`config.mk`:
```
export PLATFORM = sky130hd
export DESIGN_NAME = imm_encoder
export DESIGN_NICKNAME = d
export VERILOG_FILES = /design/src/rtl/arm_defs_pkg.sv /design/src/rtl/rotl32.sv /design/src/rtl/imm_encoder.sv
export SDC_FILE = /design/constraint.sdc
export NUM_CORES = 1
export LEC_CHECK = 0
export CAP_MARGIN = 5
export CORE_MARGIN = 2
export CORE_UTILIZATION = 45
export CTS_CLUSTER_DIAMETER = 30
export DETAILED_ROUTE_END_ITERATION = 8
export PLACE_DENSITY = 0.69
export SYNTH_ARGS = -nofsm -noshare
export SYNTH_HDL_FRONTEND = slang
export SYNTH_SLANG_ARGS = --single-unit
```
`constraint.sdc`:
```
create_clock -name clk -period 3.85 [get_ports clk]
set_input_delay 0.77 -clock clk [delete_from_list [all_inputs] [get_ports clk]]
set_output_delay 0.77 -clock clk [all_outputs]
set_load 0.02 [all_outputs]
```
`src/rtl/arm_defs_pkg.sv`:
```
// rtl/arm_defs_pkg.sv - shared widths and state encoding for the ARM immediate encoder
package arm_defs;

  localparam int ROT_W  = 4;
  localparam int IMM_W  = 8;
  localparam int WORD_W = 32;

  typedef enum logic [1:0] {
    ST_IDLE   = 2'd0,
    ST_SEARCH = 2'd1,
    ST_DONE   = 2'd2
  } state_t;

endpackage

```
`src/rtl/rotl32.sv`:
```
// rtl/rotl32.sv - combinational 32-bit rotate-left by a 5-bit amount
module rotl32 (
  input  logic [31:0] data,
  input  logic [4:0]  amount,
  output logic [31:0] result
);

  logic [63:0] doubled;

  // Shifting the doubled word keeps amount 0 well defined (no shift by 32).
  assign doubled = {data, data} << amount;
  assign result  = doubled[63:32];

endmodule

```
`src/rtl/imm_encoder.sv`:
```
// rtl/imm_encoder.sv - iterative search for the canonical ARM rotate/imm8 encoding of a constant
module imm_encoder
  import arm_defs::*;
(
  input  logic                    clk,
  input  logic                    rst_n,
  input  logic                    start,
  input  logic [WORD_W-1:0]       value,
  output logic                    busy,
  output logic                    done,
  output logic                    found,
  output logic [ROT_W+IMM_W-1:0]  shift_operand
);

  state_t            state;
  logic [WORD_W-1:0] word;
  logic [ROT_W-1:0]  rot;
  logic [WORD_W-1:0] cand;
  logic              hit;

  rotl32 u_rotl32 (
    .data   (word),
    .amount ({rot, 1'b0}),
    .result (cand)
  );

  assign hit = (cand[WORD_W-1:IMM_W] == '0);

  // Scanning rot upward means the first hit is the canonical (smallest) rotation.
  always_ff @(posedge clk or negedge rst_n) begin
    if (!rst_n) begin
      state         <= ST_IDLE;
      word          <= '0;
      rot           <= '0;
      busy          <= 1'b0;
      done          <= 1'b0;
      found         <= 1'b0;
      shift_operand <= '0;
    end else begin
      case (state)
        ST_IDLE: begin
          if (start) begin
            word  <= value;
            rot   <= '0;
            busy  <= 1'b1;
            state <= ST_SEARCH;
          end
        end
        ST_SEARCH: begin
          if (hit) begin
            found         <= 1'b1;
            shift_operand <= {rot, cand[IMM_W-1:0]};
            busy          <= 1'b0;
            done          <= 1'b1;
            state         <= ST_DONE;
          end else if (rot == {ROT_W{1'b1}}) begin
            found         <= 1'b0;
            shift_operand <= '0;
            busy          <= 1'b0;
            done          <= 1'b1;
            state         <= ST_DONE;
          end else begin
            rot <= rot + 1'b1;
          end
        end
        ST_DONE: begin
          done  <= 1'b0;
          state <= ST_IDLE;
        end
        default: state <= ST_IDLE;
      endcase
    end
  end

endmodule

```
==> metrics.txt, run 1 <==
worst setup margin 0.416 ns; total I/O pin count 50; CP Data Required Time 4.06 ns; CP startpoint kind flip-flop; Clock Tree Root clkbuf_8; Post-CTS Setup Inserts 0; maxcap violations 0; main flop type after synthesis dfrtp_1; Area Overhead vs Synth 19.4%; Yosys cell types 53; pwr/cell area 860 nW/um^2; TNS Setup 0 ns; Core ar. 7650 um^2; routed len/inst 18.1 um; detailed-placement wirelength estimate 7070 um; area leader, netlist dfrtp_1; final hold violations 0; crit share post-route 0.892; worst-case clock buffer depth 2; CP Data Arrival Time 3.64 ns; drt via density 5.84; cells after synthesis 377; Buffers & Inverters on Critical Path 0; grt total ovfl 0; CTS tree built; Hold Slack 0.415 ns; antenna viol nets, final 0; Critical Path Stages 7; leakage 1.82 nW; crit-path max cell delay 0.78 ns; crit-path cells mux4_2, or4_1, or2_0, a2bb2o_2, a221oi_4, o21ai_2, a22o_1; Slew Limit Headroom 0.510; number of remaining DRC errors 0; GRT Total Usage 0.234; initial antenna violation count 0; cts repair resizes 0; Final Max Slew Viols 0; Worst setup EP type flip-flop; first-pass GRT wire length 15700 um; CP max FO 16; cts-stage hold buffer count 0; Die ar. 8540 um^2; slowest CP cell dfrtp_1; pre-CTS setup slack 0.414 ns; DR vias 3035; fin crit period 3.43 ns; share of the synthesized area in the top cell type 0.377; f_max 291 MHz; Seq/Total Area, Yosys 0.377; Post-synth ARST share 1.00; clock-pin slew on the worst setup and hold paths 0.10 ns; vias in the first global route 2896; row count 32; clk_lat worst skew 0.31 ns; filler instances 705; I/O Buffers 49; # diodes 0; Initial Util 0.460; Post-Synthesis Net Count 413; final setup violation count 0; kind of critical path flip-flop to flip-flop; flip-flop and latch count after synthesis 53; largest vdd supply drop 0.317 mV; family with the most delay on the worst path compound AO/OA/AOI/OAI gates; die height 92.4 um; Final Skew 0.00596 ns; Post-layout nets 453; WL final 9390 um; top post-synthesis cells by area dfrtp_1 (38%), nand2_1 (12%), mux4_2 (9.6%), mux2_2 (8.6%), mux2i_1 (2.3%); gpl congestion 0.986; RSZ-0062 raised after global routing no; yosys warns 0; Die W 92.4 um; Hold Path Class primary input to asynchronous set/reset pin; synthesized area 3520 um^2; clk sinks 53; H-tree levels 2; drt pass-1 iters 4; Tightest Pin Transition 0.734 ns; area of the multi-input gates 2040 um^2; Iteration-0 DRC Markers 210; Pwr Total 3.61 mW; layout cell share with drive strength beyond 1 0.170; Sequential cell area 1330 um^2; cells on worst reg2reg path 7; largest net degree at the start of global routing 37; EDFF count, synth 0; status complete, no violations; Avg Cell Area, Syn 9.33 um^2; Inserted Clock Buffers 5
==> power by group <==
group / switching [mW] / leakage (nW) / total (mW) / internal, mW
combinational: 1.04 / 1.10 / 2.10 / 1.07
clock: 0.189 / 0.0512 / 0.335 / 0.146
sequential: 0.420 / 0.668 / 1.17 / 0.752
total: 1.65 / 1.82 / 3.61 / 1.96
==> worst reg2reg max path, cell delays in order (launching register included) <==
cell	delay, ns
dfrtp_1	0.78
mux4_2	0.59
or4_1	0.55
or2_0	0.21
a2bb2o_2	0.28
a221oi_4	0.36
o21ai_2	0.26
a22o_1	0.30
==> layout make-up <==
class	count	share of cell area
Timing Repair Buffer	59	0.139
Multi-Input combinational cell	292	0.486
Sequential cell	53	0.316
Inverter	6	0.00537
Clock inverter	2	0.00328
Clock buffer	6	0.0197
Tap cell	102	0.0304
==> routing by layer <==
| layer | global-route usage | routed length, um | vias up |
|---|---|---|---|
| met2 | 0.374 | 4350 | 113 |
| met5 | 0 | 0 | - |
| met3 | 0.0358 | 485 | 19 |
| met4 | 0.0846 | 292 | 0 |
| met1 | 0.325 | 4260 | 1461 |
| li1 | - | - | 1442 |
==> state kept, by name (all words and copies together), names as in the netlist <==
| register | flops |
|---|---|
| word | 32 |
| found | 1 |
| busy | 1 |
| done | 1 |
| shift_operand | 12 |
| state | 2 |
| rot | 4 |
==> cell usage after synthesis, drive strengths merged, types with 6 or more instances <==
cell type and instances:
a211oi 10, a21oi 9, buf 11, clkbuf 15, dfrtp 53, mux2 27
mux2i 8, mux4 15, nand2 113, nand3 7, nor2 11, nor3 8
o21ai 9, o2bb2ai 6
==> through the flow <==
step                       util  instance area (um^2)  std cells
after global placement    0.536                  4100        512
after global routing      0.549                  4200        520
after floorplan               -                  3520        377
after detailed placement  0.536                  4100        512
after CTS                 0.549                  4200        520
final                     0.549                  4200        520
==> path summary, 6_finish.rpt <==
kind | start | to | slack, ns
min reg2reg | shift_operand[7] | shift_operand[7] | 0.49
max reg2reg | rot[0] | shift_operand[10] | 0.42
min in group clk | shift_operand[7] | shift_operand[7] | 0.49
max in group asynchronous | rst_n | word[22] | 2.65
min | rst_n | done | 0.42
max | rot[0] | shift_operand[10] | 0.42
==> logic make-up after synthesis <==
| family | synth area share |
|---|---|
| buffers and inverters | 0.0431 |
| multiplexers | 0.205 |
| adder cells (fa/ha/maj) | 0.00356 |
| AO/OA/AOI/OAI | 0.141 |
| AND/OR/NAND/NOR | 0.230 |
| flip-flops | 0.377 |
==> cells in the final DEF (no fill, tap or decap), types with 9 or more instances in the layout <==
master           instances
nand2_1                113
a21oi_1                  9
dfrtp_1                 52
nor2_1                  11
a211oi_1                10
mux4_2                  15
clkdlybuf4s50_1         48
mux2_2                  27
Note: power is estimated with default switching activity, not from simulation.
==> run 2: changes to the inputs <==
--- a/config.mk
+++ b/config.mk
@@ -11,6 +11,7 @@
 export CTS_CLUSTER_DIAMETER = 30
 export DETAILED_ROUTE_END_ITERATION = 8
 export PLACE_DENSITY = 0.69
+export SLEW_MARGIN = 20
 export SYNTH_ARGS = -nofsm -noshare
 export SYNTH_HDL_FRONTEND = slang
 export SYNTH_SLANG_ARGS = --single-unit
==> results of run 2 <==
No change in the layout: final DEF, timing and power equal those of run 1.
==> run 3: changes to the inputs <==
--- a/config.mk
+++ b/config.mk
@@ -11,6 +11,7 @@
 export CTS_CLUSTER_DIAMETER = 30
 export DETAILED_ROUTE_END_ITERATION = 8
 export PLACE_DENSITY = 0.69
+export RECOVER_POWER = 50
 export SLEW_MARGIN = 20
 export SYNTH_ARGS = -nofsm -noshare
 export SYNTH_HDL_FRONTEND = slang
==> metrics.txt, run 3 (synthesized netlist as in run 1, its figures left out) <==
filler instances 706; clock share of power 0.094; Buffers & Inverters on Critical Path 0; number of remaining DRC errors 0; kind of critical path flip-flop to flip-flop; f_max 289 MHz; fin crit period 3.46 ns; routed len/inst 18.1 um; Inserted Clock Buffers 5; leakage 1.81 nW; RSZ-0062 raised after global routing no; total internal power 1.96 mW; cts repair resizes 0; final hold violations 0; commonest non-fill, non-tap cell in the layout nand2_1; Die W 92.4 um; pwr/cell area 862 nW/um^2; largest net degree at the start of global routing 37; WL final 9390 um; vias in the first global route 2896; final setup violation count 0; Worst setup EP type flip-flop; largest vdd supply drop 0.318 mV; drt pass-1 iters 5; crit share post-route 0.898; Flop pwr share 0.326; clk_lat worst skew 0.31 ns; Top reg by flops word; failing checks max-capacitance violations, max-slew violations; total I/O pin count 50; CTS tree built; DR vias 3049; pre-CTS setup slack 0.414 ns; slowest CP cell dfrtp_1; crit-path max cell delay 0.79 ns; die height 92.4 um; Initial Util 0.460; area of the multi-input gates 2040 um^2; maxcap violations 2; layout cell share with drive strength beyond 1 0.163; CP startpoint kind flip-flop; Iteration-0 DRC Markers 182; Final Max Slew Viols 70; CP max FO 16; Psw 1.65 mW; antenna viol nets, final 0; biggest regs word: 32 flops, shift_operand: 12 flops, rot: 4 flops; detailed-placement wirelength estimate 7070 um; Final Skew 0.00705 ns; # diodes 0; cts-stage hold buffer count 0; worst setup margin 0.394 ns; CP Data Arrival Time 3.66 ns; Hold Slack 0.492 ns; worst-case clock buffer depth 2; row count 32; part of the power in combinational logic 0.581; grt total ovfl 0; initial antenna violation count 0; status complete, but fails checks; CP Data Required Time 4.06 ns; crit-path cells mux4_2, or4_1, or2_0, a2bb2o_2, a221oi_4, o21ai_2, a22o_1; family with the most delay on the worst path compound AO/OA/AOI/OAI gates; Core ar. 7650 um^2; Area Overhead vs Synth 19.1%; gpl congestion 0.986; Tightest Pin Transition 1.64 ns; TNS Setup 0 ns; Slew Limit Headroom -0.0954; I/O Buffers 49; H-tree levels 2; Sequential cell area 1330 um^2; max reg flops 32; Post-CTS Setup Inserts 0; Clock Tree Root clkbuf_8; most frequent cells in the layout nand2_1 (113), dfrtp_1 (52), clkdlybuf4s50_1 (47); clk sinks 53; Die ar. 8540 um^2; clock-pin slew on the worst setup and hold paths 0.10 ns; drt via density 5.86; Post-layout nets 453; Hold Path Class flip-flop to flip-flop; first-pass GRT wire length 15700 um; GRT Total Usage 0.234; switching share of total power 0.457
==> run 3: worst paths after layout <==
path                                  start                 to  slack, ns  cells past startpoint
setup / recovery                     rot[0]  shift_operand[10]       0.39                      7
hold / removal             shift_operand[7]   shift_operand[7]       0.49                      1
setup reg to reg                     rot[0]  shift_operand[10]       0.39                      7
hold reg to reg            shift_operand[7]   shift_operand[7]       0.49                      1
max in group asynchronous             rst_n           word[19]       1.06                      2
min in group asynchronous             rst_n               done       0.68                      1
==> run 3: metrics by stage <==
stage / util / cell area [um^2] / power, mW / cells
final: 0.548 / 4190 / 3.61 / 520
after global placement: 0.536 / 4100 / 3.22 / 512
after floorplan: - / 3520 / 2.63 / 377
after detailed placement: 0.536 / 4100 / 3.23 / 512
after global routing: 0.548 / 4190 / 3.88 / 520
after CTS: 0.549 / 4200 / 3.58 / 520
==> run 3: worst register-to-register path: stages (launching register included) <==
cell,delay [ns]
dfrtp_1,0.79
mux4_2,0.59
or4_1,0.55
or2_0,0.21
a2bb2o_2,0.28
a221oi_4,0.37
o21ai_2,0.27
a22o_1,0.30
==> run 3: area by class of cell <==
class | count | share of cell area
Clock buffer | 6 | 0.0197
Clock inverter | 2 | 0.00329
Inverter | 6 | 0.00538
Multi-Input combinational cell | 292 | 0.487
Sequential cell | 53 | 0.317
Tap cell | 102 | 0.0305
Timing Repair Buffer | 59 | 0.138
==> run 3: power groups by stage <==
stage / Combinational (mW) / Clock, mW / Sequential (mW)
floorplan: 1.68 / 0 / 0.951
global placement: 2.05 / 0 / 1.17
detailed placement: 2.06 / 0 / 1.17
CTS: 2.08 / 0.340 / 1.16
global route: 2.29 / 0.368 / 1.22
finish: 2.10 / 0.338 / 1.18
==> run 3: per-layer routing <==
| metal | track usage | up-vias | share of wire |
|---|---|---|---|
| li1 | - | 1444 | - |
| met1 | 0.325 | 1462 | 0.45 |
| met2 | 0.374 | 121 | 0.47 |
| met3 | 0.0358 | 22 | 0.055 |
| met4 | 0.0846 | 0 | 0.034 |
| met5 | 0 | - | 0 |
==> variant 1: new RTL, flow settings as in run 1 <==
Register the output `shift_operand` once more, cleared by the reset; this adds one clock of latency there. The other outputs are not delayed to match.
--- a/src/rtl/imm_encoder.sv
+++ b/src/rtl/imm_encoder.sv
@@ -11,6 +11,8 @@
   output logic                    found,
   output logic [ROT_W+IMM_W-1:0]  shift_operand
 );
+
+  logic [ROT_W+IMM_W-1:0] shift_operand_s0;
 
   state_t            state;
   logic [WORD_W-1:0] word;
@@ -35,7 +37,7 @@
       busy          <= 1'b0;
       done          <= 1'b0;
       found         <= 1'b0;
-      shift_operand <= '0;
+      shift_operand_s0 <= '0;
     end else begin
       case (state)
         ST_IDLE: begin
@@ -49,13 +51,13 @@
         ST_SEARCH: begin
           if (hit) begin
             found         <= 1'b1;
-            shift_operand <= {rot, cand[IMM_W-1:0]};
+            shift_operand_s0 <= {rot, cand[IMM_W-1:0]};
             busy          <= 1'b0;
             done          <= 1'b1;
             state         <= ST_DONE;
           end else if (rot == {ROT_W{1'b1}}) begin
             found         <= 1'b0;
-            shift_operand <= '0;
+            shift_operand_s0 <= '0;
             busy          <= 1'b0;
             done          <= 1'b1;
             state         <= ST_DONE;
@@ -72,5 +74,13 @@
     end
   end
 
+  always_ff @(posedge clk or negedge rst_n) begin
+    if (!rst_n) begin
+      shift_operand <= '0;
+    end else begin
+      shift_operand <= shift_operand_s0;
+    end
+  end
+
 endmodule
 
Function: changed (a bounded check fails within 4 cycles, from zero or initial values and one cycle with rst_n low).
==> variant 1 against run 1 <==
  * First-iteration DRC count shrank 11%
  * Worst setup slack got worse by 0.10 ns
  * Synthesized cell count rose by 5.0%
  * Synthesized area is 10% higher
  * Sequential power rose by 18%
  * Combinational power increased by 5%
  * Maximum frequency shrank 2.8%
  * Routed wire length rose by 0.91%
  * Sequential cell count rose by 12
  * Cell area rose by 11%
  * Total power is 18% higher
  * Largest cell class unchanged
  * Highest routed layer unchanged
==> variant 1: results <==
[synthesis]
synthesis.nets = 432
synth_compound_area_frac = 0.109
synth_xor_area_frac = 0.00226
synth_top_cells_by_count = "nand2_1, dfrtp_1, mux2i_1"
yosysUniqueCellTypes = 52
ys_seq_area_frac = 0.420
avgSynthCellArea_sq_um = 9.77
synth_fa_ha_area_frac = 0.00323
synth_mux_area_frac = 0.221
synthTopCellsByArea = "dfrtp_1, nand2_1, mux4_2, mux2i_1, a22o_1"

[final_layout]
fin_nets = 478
fillers = 767
reg_top3 = "word (32), shift_operand (12), shift_operand_s0 (12)"
fin_cells = 552
multi_input_area_sq_mm = 0.00205
drive_above_1_share = 0.130

[clock_network]
cts_buffers = 9
h-tree-depth = 3
clk_pin_slew_worst_paths_ns = 0.07
clkLatencyLatePin_ns = 0.35

[placement]
placed_area_sq_mm = 0.00443
dp_hpwl_microns = 6940
gp_congestion = 0.938
place_inst = 536
pre_cts_slack_ns = 0.355

[global_route]
grt_max_degree = 50
track_usage = 0.211
use_met3 = 0.0419
met1_usage = 0.284
grt_pass1_wl_microns = 16100
first_global_vias = 3124
grt.met2_usage = 0.339

[worst_setup_path]
max_stage_delay_ns = 0.90
crit_fanout = 19
start_kind = "register"
cp-endpoint = "shift_operand_s0[3]"
reg2reg_to = "shift_operand_s0[3]"

[timing]
clock_skew_ns = 0.00711
hold_ws_ns = 0.385
tightest_slew_ns = 1.05
fin_ws_ns = 0.316

[power_and_ir_drop]
p_comb_mw = 2.21
ir_drop_mv = 0.411
powerClk_mw = 0.661
pwr-share-clk = 0.155
sw_frac_of_total = 0.430
leakagePower_nw = 2.15

[detailed_routing]
vias = 3200
route.met2.wl_microns = 4510
drt_first_iter_violations = 187
avgRoutedWirePerCell_microns = 17.2
wl_met1_microns = 4190
dr_wl_met3_microns = 506

[worst_hold_path]
min_to = "shift_operand[7]"
hold_path_class = "register to register"

[outcome]
status = "finished, final reports clean"
==> variant 1: cell types whose count changed after synthesis, sizes merged, moves of 5 or more <==
| cell | run 1 | this run |
|---|---|---|
| mux2i | 8 | 36 |
| mux2 | 27 | 8 |
| nor2 | 11 | 26 |
| dfrtp | 53 | 65 |
| a22o | 5 | 14 |
| a211oi | 10 | 2 |
| buf | 11 | 17 |
| o2bb2ai | 6 | 0 |
| clkbuf | 15 | 10 |
| nor3 | 8 | 13 |
| o21ai | 9 | 4 |
| o22ai | 5 | 0 |
==> variant 1: cell type report <==
class | instances | share of cell area
multi-input combinational | 298 | 0.440
sequential | 65 | 0.350
timing repair buffer | 62 | 0.128
clock buffer | 11 | 0.0325
tap | 105 | 0.0282
clock inverter | 5 | 0.0167
inverter | 6 | 0.00484
==> variant 2: new RTL, flow settings as in run 1 <==
Without the edit above. `IMM_W`: 8 -> 9.
--- a/src/rtl/arm_defs_pkg.sv
+++ b/src/rtl/arm_defs_pkg.sv
@@ -2,7 +2,7 @@
 package arm_defs;
 
   localparam int ROT_W  = 4;
-  localparam int IMM_W  = 8;
+  localparam int IMM_W  = 9;
   localparam int WORD_W = 32;
 
   typedef enum logic [1:0] {
Interface: changed (resized shift_operand); port bits go from 50 to 51. No check against the original RTL was run, so the function may have changed too.
==> variant 2 against run 1 <==
  * Routed wire length down 3.2%
  * Clock skew increased by 0.00051 ns
  * Combinational power is 18% higher
  * Total power rose by 12%
  * Worst setup slack better by 0.029 ns
  * Maximum frequency increased by 0.85%
  * Global-route usage fell by 1.5 points
  * Synthesized area up 4.6%
  * Cell area is 3.7% higher
  * Worst hold slack gained 0.11 ns
  * Sequential cell count is 1 higher
  * Critical endpoint is now rot[0]
  * Largest power group unchanged
==> variant 2: results <==
[placement]
dp_hpwl_microns = 6600
pre_cts_slack_ns = 0.499
portBuffers = 50
gp_congestion = 0.945

[power_and_ir_drop]
ir_drop_mv = 0.382
pwr-share-clk = 0.083
leakagePower_nw = 1.76
p_seq_mw = 1.23
sw_frac_of_total = 0.455

[final_layout]
antennaDiodeCount = 0
drive_above_1_share = 0.219
fin_nets = 432
reg_top3 = "word (32), shift_operand (13), rot (4)"

[clock_network]
clockBufferDepth = 2
clk_pin_slew_worst_paths_ns = 0.09
cts_resized = 0
h-tree-depth = 2
clkLatencyLatePin_ns = 0.32
postCtsSetupRepairBufs = 0
cts_buffers = 5
cts_root_buf = "clkbuf_8"

[global_route]
grt_pass1_wl_microns = 15400
track_usage = 0.220
overflow = 0
grt_max_degree = 41
first_global_vias = 2942
antenna_found_initial = 0

[synthesis]
synthTopCellsByArea = "dfrtp_1, mux2_2, mux2i_1, mux4_2, nand2_1"
synth_top_cells_by_count = "dfrtp_1, nand2_1, mux2_2"
ys_seq_area_frac = 0.368
synthFlopType = "dfrtp_1"
synthesis.nets = 391
synthArstFlopShare = 1.00
yosysUniqueCellTypes = 52

[worst_hold_path]
hold_path_class = "register to register"

[detailed_routing]
vias = 3050
drt_first_iter_violations = 322
drtAntennaViolNets = 0
drt_wl_total_microns = 9090

[worst_setup_path]
slowest_stage = "dfrtp_1"
cp_data_arrival_time_ns = 3.60
crit_fanout = 16
cpLargestDelayFamily = "multiplexers"

[outcome]
status = "finished, final reports clean"

[timing]
clock_skew_ns = 0.00646
relSlewSlack = 0.403
hold_violations = 0
[variant 2: changes by cell type after synthesis, sizes merged, moves of 6 or more]
| cell | delta |
|---|---|
| nand2 | -67 |
| mux2i | +23 |
| mux2 | +19 |
| o211ai | +14 |
| a21oi | +8 |
| nand4 | +6 |
| o2bb2ai | -6 |
[variant 2: stage by stage]
stage / utilization / cell area (sq um) / cells / hold slack (ns) / total power [mW]
after floorplan: - / 3680 / 355 / 0.474 / 2.98
after global placement: 0.546 / 4260 / 491 / 0.498 / 3.61
after detailed placement: 0.546 / 4260 / 491 / 0.510 / 3.67
after CTS: 0.557 / 4350 / 499 / 0.529 / 4.02
after global routing: 0.557 / 4350 / 499 / 0.548 / 4.33
final: 0.557 / 4350 / 499 / 0.521 / 4.04
[variant 2: area by class of cell]
cell class,instances,area [sq um]
clock buffer,7,86.3
clock inverter,1,5.00
fill,691,3460
inverter,4,15.0
multi-input combinational,268,2160
sequential,54,1350
tap,102,128
timing repair buffer,63,606
[variant 2: final timing paths]
path                       slack (ns)  endpoint  cells after the start    from
max                              0.45    rot[0]                      7  rot[0]
min reg2reg                      0.52      done                      2    done
min in group asynchronous        0.57      done                      1   rst_n
max in group asynchronous        2.54  word[24]                      2   rst_n
max reg2reg                      0.45    rot[0]                      7  rot[0]
min                              0.52      done                      2    done
[variant 2: per-layer routing]
metal,share of wire,GRT usage
met3,0.054,0.0327
met2,0.47,0.351
met1,0.45,0.304
met4,0.026,0.0833
met5,0,0
[variant 2: logic make-up after synthesis]
| group | share of synthesized area |
|---|---|
| AOI/OAI and AO/OA | 0.147 |
| adders and majority gates | 0.00340 |
| buffers and inverters | 0.0463 |
| DFF | 0.368 |
| muxes | 0.293 |
| and+or+nand+nor | 0.143 |
